## config.mk

```make
export PLATFORM = sky130hd
export DESIGN_NAME = seg7_scan_driver
export DESIGN_NICKNAME = d
export VERILOG_FILES = /design/src/rtl/seg7_scan_driver.sv
export SDC_FILE = /design/constraint.sdc
export NUM_CORES = 1
export LEC_CHECK = 0
export BUFFER_PORTS_ARGS = -buffer_cell sky130_fd_sc_hd__buf_2
export CAP_MARGIN = 30
export CORE_MARGIN = 10
export CORE_UTILIZATION = 40
export DETAILED_ROUTE_END_ITERATION = 10
export PLACE_DENSITY = 0.72
export SETUP_SLACK_MARGIN = 0.4
export SYNTH_ARGS = -nofsm -noshare
export SYNTH_HDL_FRONTEND = slang
export SYNTH_SLANG_ARGS = --single-unit
```

## constraint.sdc

```tcl
create_clock -name clk -period 3.5 [get_ports clk]
set_clock_uncertainty 0.15 [all_clocks]
set_input_delay 1.05 -clock clk [delete_from_list [all_inputs] [get_ports clk]]
set_output_delay 1.05 -clock clk [all_outputs]
set_load 0.005 [all_outputs]
```

## src/rtl/seg7_scan_driver.sv

```systemverilog
// Time-multiplexed N-digit common-anode 7-segment driver with shadowed data and a per-slot anode guard.
// Optional leading-zero blanking is compiled in with `define SEG7_LEADING_ZERO_BLANK_EN.
module seg7_scan_driver #(
  parameter int unsigned NUM_DIGITS  = 4,
  parameter int unsigned REFRESH_DIV = 100000,
  parameter int unsigned GUARD       = 16,
  localparam int unsigned IDX_W      = (NUM_DIGITS > 1) ? $clog2(NUM_DIGITS) : 1,
  localparam int unsigned CNT_W      = $clog2(REFRESH_DIV)
) (
  input  logic                    clk,
  input  logic                    reset,
  input  logic                    load,
  input  logic [4*NUM_DIGITS-1:0] value,
  input  logic [NUM_DIGITS-1:0]   dp_in,
  input  logic [NUM_DIGITS-1:0]   digit_en,
  output logic [6:0]              seg_n,
  output logic                    dp_n,
  output logic [NUM_DIGITS-1:0]   an_n,
  output logic [IDX_W-1:0]        digit_idx
);

  logic [CNT_W-1:0]        cnt_q, cnt_d;
  logic [IDX_W-1:0]        idx_q, idx_d;
  logic [4*NUM_DIGITS-1:0] shadow_val_q, shadow_val_d;
  logic [NUM_DIGITS-1:0]   shadow_dp_q, shadow_dp_d;
  logic [6:0]              seg_q, seg_d;
  logic                    dp_q, dp_d;
  logic [NUM_DIGITS-1:0]   an_q, an_d;
  logic [NUM_DIGITS-1:0]   lz_blank;
  logic                    tick;
  logic                    show;

  function automatic logic [6:0] decode(input logic [3:0] nib);
    logic [6:0] s;
    case (nib)
      4'h0: s = 7'h01;
      4'h1: s = 7'h4F;
      4'h2: s = 7'h12;
      4'h3: s = 7'h06;
      4'h4: s = 7'h4C;
      4'h5: s = 7'h24;
      4'h6: s = 7'h20;
      4'h7: s = 7'h0F;
      4'h8: s = 7'h00;
      4'h9: s = 7'h0C;
      4'hA: s = 7'h08;
      4'hB: s = 7'h60;
      4'hC: s = 7'h31;
      4'hD: s = 7'h42;
      4'hE: s = 7'h30;
      4'hF: s = 7'h38;
      default: s = 7'h7F;
    endcase
    return s;
  endfunction

  assign tick = (cnt_q == CNT_W'(REFRESH_DIV - 1));

  always_comb begin
    cnt_d        = tick ? '0 : cnt_q + 1'b1;
    idx_d        = idx_q;
    shadow_val_d = shadow_val_q;
    shadow_dp_d  = shadow_dp_q;
    if (tick) idx_d = (idx_q == IDX_W'(NUM_DIGITS - 1)) ? '0 : idx_q + 1'b1;
    if (load) begin
      shadow_val_d = value;
      shadow_dp_d  = dp_in;
    end
  end

`ifdef SEG7_LEADING_ZERO_BLANK_EN
  // A digit is blank when it and every more-significant nibble are zero, unless its dp is lit.
  always_comb begin
    lz_blank = '0;
    for (int unsigned i = 1; i < NUM_DIGITS; i++)
      lz_blank[i] = ((shadow_val_q >> (4 * i)) == '0) && !shadow_dp_q[i];
  end
`else
  always_comb lz_blank = '0;
`endif

  // Output register samples the pre-edge scan state, so every output lags cnt/idx by one cycle.
  always_comb begin
    seg_d = 7'h7F;
    dp_d  = 1'b1;
    an_d  = '1;
    show  = (cnt_q >= CNT_W'(GUARD)) && digit_en[idx_q] && !lz_blank[idx_q];
    if (show) begin
      seg_d        = decode(shadow_val_q[{idx_q, 2'b00} +: 4]);
      dp_d         = ~shadow_dp_q[idx_q];
      an_d[idx_q]  = 1'b0;
    end
  end

  always_ff @(posedge clk or posedge reset) begin
    if (reset) begin
      cnt_q        <= '0;
      idx_q        <= '0;
      shadow_val_q <= '0;
      shadow_dp_q  <= '0;
      seg_q        <= 7'h7F;
      dp_q         <= 1'b1;
      an_q         <= '1;
    end else begin
      cnt_q        <= cnt_d;
      idx_q        <= idx_d;
      shadow_val_q <= shadow_val_d;
      shadow_dp_q  <= shadow_dp_d;
      seg_q        <= seg_d;
      dp_q         <= dp_d;
      an_q         <= an_d;
    end
  end

  assign seg_n     = seg_q;
  assign dp_n      = dp_q;
  assign an_n      = an_q;
  assign digit_idx = idx_q;

endmodule

```

==> impl_metrics.csv <==
group,metric,value,unit
setup_path,worst_ep_required_time,3.56,ns
power_and_ir_drop,sw_frac_of_total,22.48,%
synthesis,synth_edf_count,0,
placed_design,place_congestion,0.8518,
synthesis,synthSimpleGateAreaFrac,11.65,%
final_layout,areaGrowthSynthToFinish,14.73,%
flow_run,max_cap_violations,0,
final_layout,num_antenna_cells,0,
die,ios,41,
timing,worstMarginPinSlew,0.9040,ns
global_routing,grt_antenna_before_repair,0,
synthesis,seq_area_frac_synth,52.07,%
synthesis,syn_area,0.002480,mm²
global_routing,met3_usage,3.631,%
final_layout,layout.nets,277,
placed_design,placed_area,0.002739,mm²
global_routing,use_met1,12.43,%
setup_path,cp-start-kind,"flip-flop",
detailed_routing,vias_per_cell,5.156,
timing,timing.fmax,0.3919,GHz
timing,report.final.slew_viol_count,0,
detailed_routing,antenna_left,0,
status,status,"finished clean",
global_routing,grt-busiest-layer,"met2",
clock_tree,htree_levels,2,
power_and_ir_drop,clock_power_share,33.5,%
setup_path,crit_type,"reg -> reg",
setup_path,critPathMaxFanout,12,
power_and_ir_drop,p_seq_share,54.7,%
setup_path,cp_cell_sequence,"mux4_1 -> inv_1 -> ha_1 -> inv_1 -> and2_1 -> a211oi_1 -> o31ai_1",
final_layout,final_util,47.77,%
placed_design,dpl.hpwl,3576,µm
clock_tree,clock_latency,0.30,ns
clock_tree,cts_hold_buf,0,
synthesis,synth_flop_cell,"dfrtp_1",
synthesis,synth_xor_xnor_area_share,4.591,%
synthesis,postSynthAreaPerCell,12.59,µm²
clock_tree,clock-sinks,51,
setup_path,cp_slowest_cell,"mux4_1",
detailed_routing,drc,0,
min_path,worstHoldStart,"cnt_q[0]",
setup_path,arrival,2.61,ns
die,die_w,98.74,µm
setup_path,worstRegToRegCells,7,
final_layout,fin_area,0.002845,mm²
die,start_util,41.64,%
detailed_routing,route.vias.total,1619,
global_routing,grt_use_total,9.827,%
timing,hold_viol_final,0,
final_layout,nFillCells,560,
timing,setup_violations,0,
power_and_ir_drop,ir_drop,161.1,µV
power_and_ir_drop,comb_power_share,11.7,%
global_routing,grt_pass1_wl,7935,µm
timing,fin_setup_tns,0,ns
clock_tree,cts_resized,0,
global_routing,grt_max_degree,46,
power_and_ir_drop,power.leakage,1.286,nW
setup_path,end_kind,"flip-flop",
clock_tree,cts_setup_buffers,0,
detailed_routing,first_pass_iters,4,
clock_tree,cts.clk_slew.worst_paths,0.08,ns
setup_path,r2r-start,"digit_idx[0]",
detailed_routing,drtIter0Drc,64,
die,die_area,0.009750,mm²
global_routing,use_met2,14.78,%
setup_path,max_stage_delay,0.73,ns
synthesis,synth_fp_nets,236,
power_and_ir_drop,switching_power,0.2653,mW
die,die_h,98.74,µm
timing,finalWorstSetupSlack,0.9485,ns
clock_tree,clockBufferDepth,2,
placed_design,placed_cells,306,
setup_path,r2r_end,"seg_n[3]",
detailed_routing,wl,4709,µm
synthesis,synth_seq_cells,51,
synthesis,synth_warnings,0,
synthesis,async_flop_share,100.0,%
setup_path,cp_common_cell,"inv_1",
placed_design,dp_slack,0.9917,ns
final_layout,multi_input_area,0.001105,mm²
setup_path,r2r_slack,0.95,ns
clock_tree,cts_tree,"yes",
die,rows,28,
clock_tree,cts_buffers,5,
timing,relSlewSlack,39.64,%
power_and_ir_drop,powerDensity,414.8,mW/mm²
min_path,min_path_type,"reg -> reg",
power_and_ir_drop,internal_power,0.9148,mW
timing,min_period,2.551,ns
timing,rsz0062_at_grt,"no",
timing,final.period_utilization,72.90,%
final_layout,drive_above_1_share,36.82,%
detailed_routing,routedWlPerCell,15.00,µm
clock_tree,cts-root-buf,"clkbuf_8",
min_path,whs_endpoint,"cnt_q[0]",
global_routing,gr-total-overflow,0,
synthesis,yosysUniqueCellTypes,38,
min_path,hold_path_depth,1,
final_layout,final-seq-area,0.001291,mm²
synthesis,synth_top_family_by_area,"multiplexers",
final_layout,fin_cells,314,
placed_design,io_buffers,40,
synthesis,synthMuxAreaShare,16.90,%
synthesis,syn_inst,197,
synthesis,yosys.area_share.adder,6.054,%
global_routing,grt_pass1_vias,1621,
synthesis,synth_compound_gate_area_share,5.348,%
die,core,0.005956,mm²
[Yosys cell counts (6+ instances only)]
cell     number  area share (%)
a21oi_1       6             1.2
dfrtp_1      39              39
dfstp_2      12              13
ha_1         12             6.1
inv_1        11             1.7
mux2_2       23              10
nand2_1      16             2.4
nand4_1       6             1.5
nor2_1       10             1.5
xor2_1        9             3.2
[layout by cell type (no fill, tap or decap), types with 2 or more instances in the layout]
cell / instances
a211oi_1: 2
a21oi_1: 6
and2_1: 2
and3_1: 3
buf_2: 40
clkbuf_1: 2
clkbuf_8: 5
dfrtp_1: 39
dfstp_2: 12
ha_1: 12
inv_1: 10
mux2_2: 23
mux4_1: 4
mux4_2: 2
nand2_1: 16
nand3_1: 3
nand4_1: 6
nor2_1: 10
nor3_1: 3
o21ai_0: 2
o221ai_1: 4
o31ai_1: 2
or4_1: 2
xnor2_1: 4
xor2_1: 9
[metal layers]
| layer | vias to the layer above | wire [µm] |
|---|---|---|
| li1 | 785 | - |
| met1 | 786 | 2143 |
| met2 | 43 | 2189 |
| met3 | 5 | 314 |
| met4 | 0 | 61 |
| met5 | - | 0 |
[area by class of cell]
cell class                 instances  area share, %
clock buffer                       7          2.682
clock inverter                     1          1.055
sequential                        51          45.38
tap                               75          3.298
inverter                          11          1.451
timing repair buffer              41          7.300
multi-input combinational        128          38.83
[power groups by stage]
stage | registers (mW) | logic, mW | clock network [mW]
final | 0.646 | 0.139 | 0.396
after CTS | 0.646 | 0.140 | 0.407
after detailed placement | 0.658 | 0.139 | 0
after global routing | 0.650 | 0.155 | 0.438
after floorplan | 0.655 | 0.0941 | 0
after global placement | 0.656 | 0.136 | 0
[registers in the layout (all words and copies together) (netlist names)]
signal and cells:
an_n 4, cnt_q 17, digit_idx 2, dp_n 1
seg_n 7, shadow_dp_q 4, shadow_val_q 16
[cell families after synthesis]
logic type / count (synthesis)
AND/OR/NAND/NOR: 54
flip-flops: 51
multiplexers: 30
XOR/XNOR: 13
buffers and inverters: 18
AO/OA/AOI/OAI: 19
adder cells (fa/ha/maj): 12
[critical path: cells and delay by family, from the launching register on]
kind	cells	cell delay, ns
compound gates	2	0.25
fa+ha+maj	1	0.27
buf+inv	2	0.29
flops	1	0.64
mux	1	0.73
simple gates	1	0.13
[how the worst max path moves through the flow]
stage | start | endpoint | slack, ns | depth (start not counted)
floorplan | reset | cnt_q[0] | 1.09 | 1
global placement | digit_idx[0] | seg_n[3] | 1.08 | 7
detailed placement | digit_idx[0] | seg_n[3] | 0.99 | 7
CTS | digit_idx[0] | seg_n[3] | 0.95 | 7
global route | digit_idx[0] | seg_n[3] | 0.73 | 7
finish | digit_idx[0] | seg_n[3] | 0.95 | 7
[metrics by stage]
step                      hold slack, ns  power [mW]
final                             0.3401       1.180
after global routing              0.3690       1.244
after CTS                         0.3426       1.194
after detailed placement          0.3304      0.7970
after global placement            0.3119      0.7918
after floorplan                   0.2967      0.7487
No activity file was read; power rests on OpenSTA's default activity.
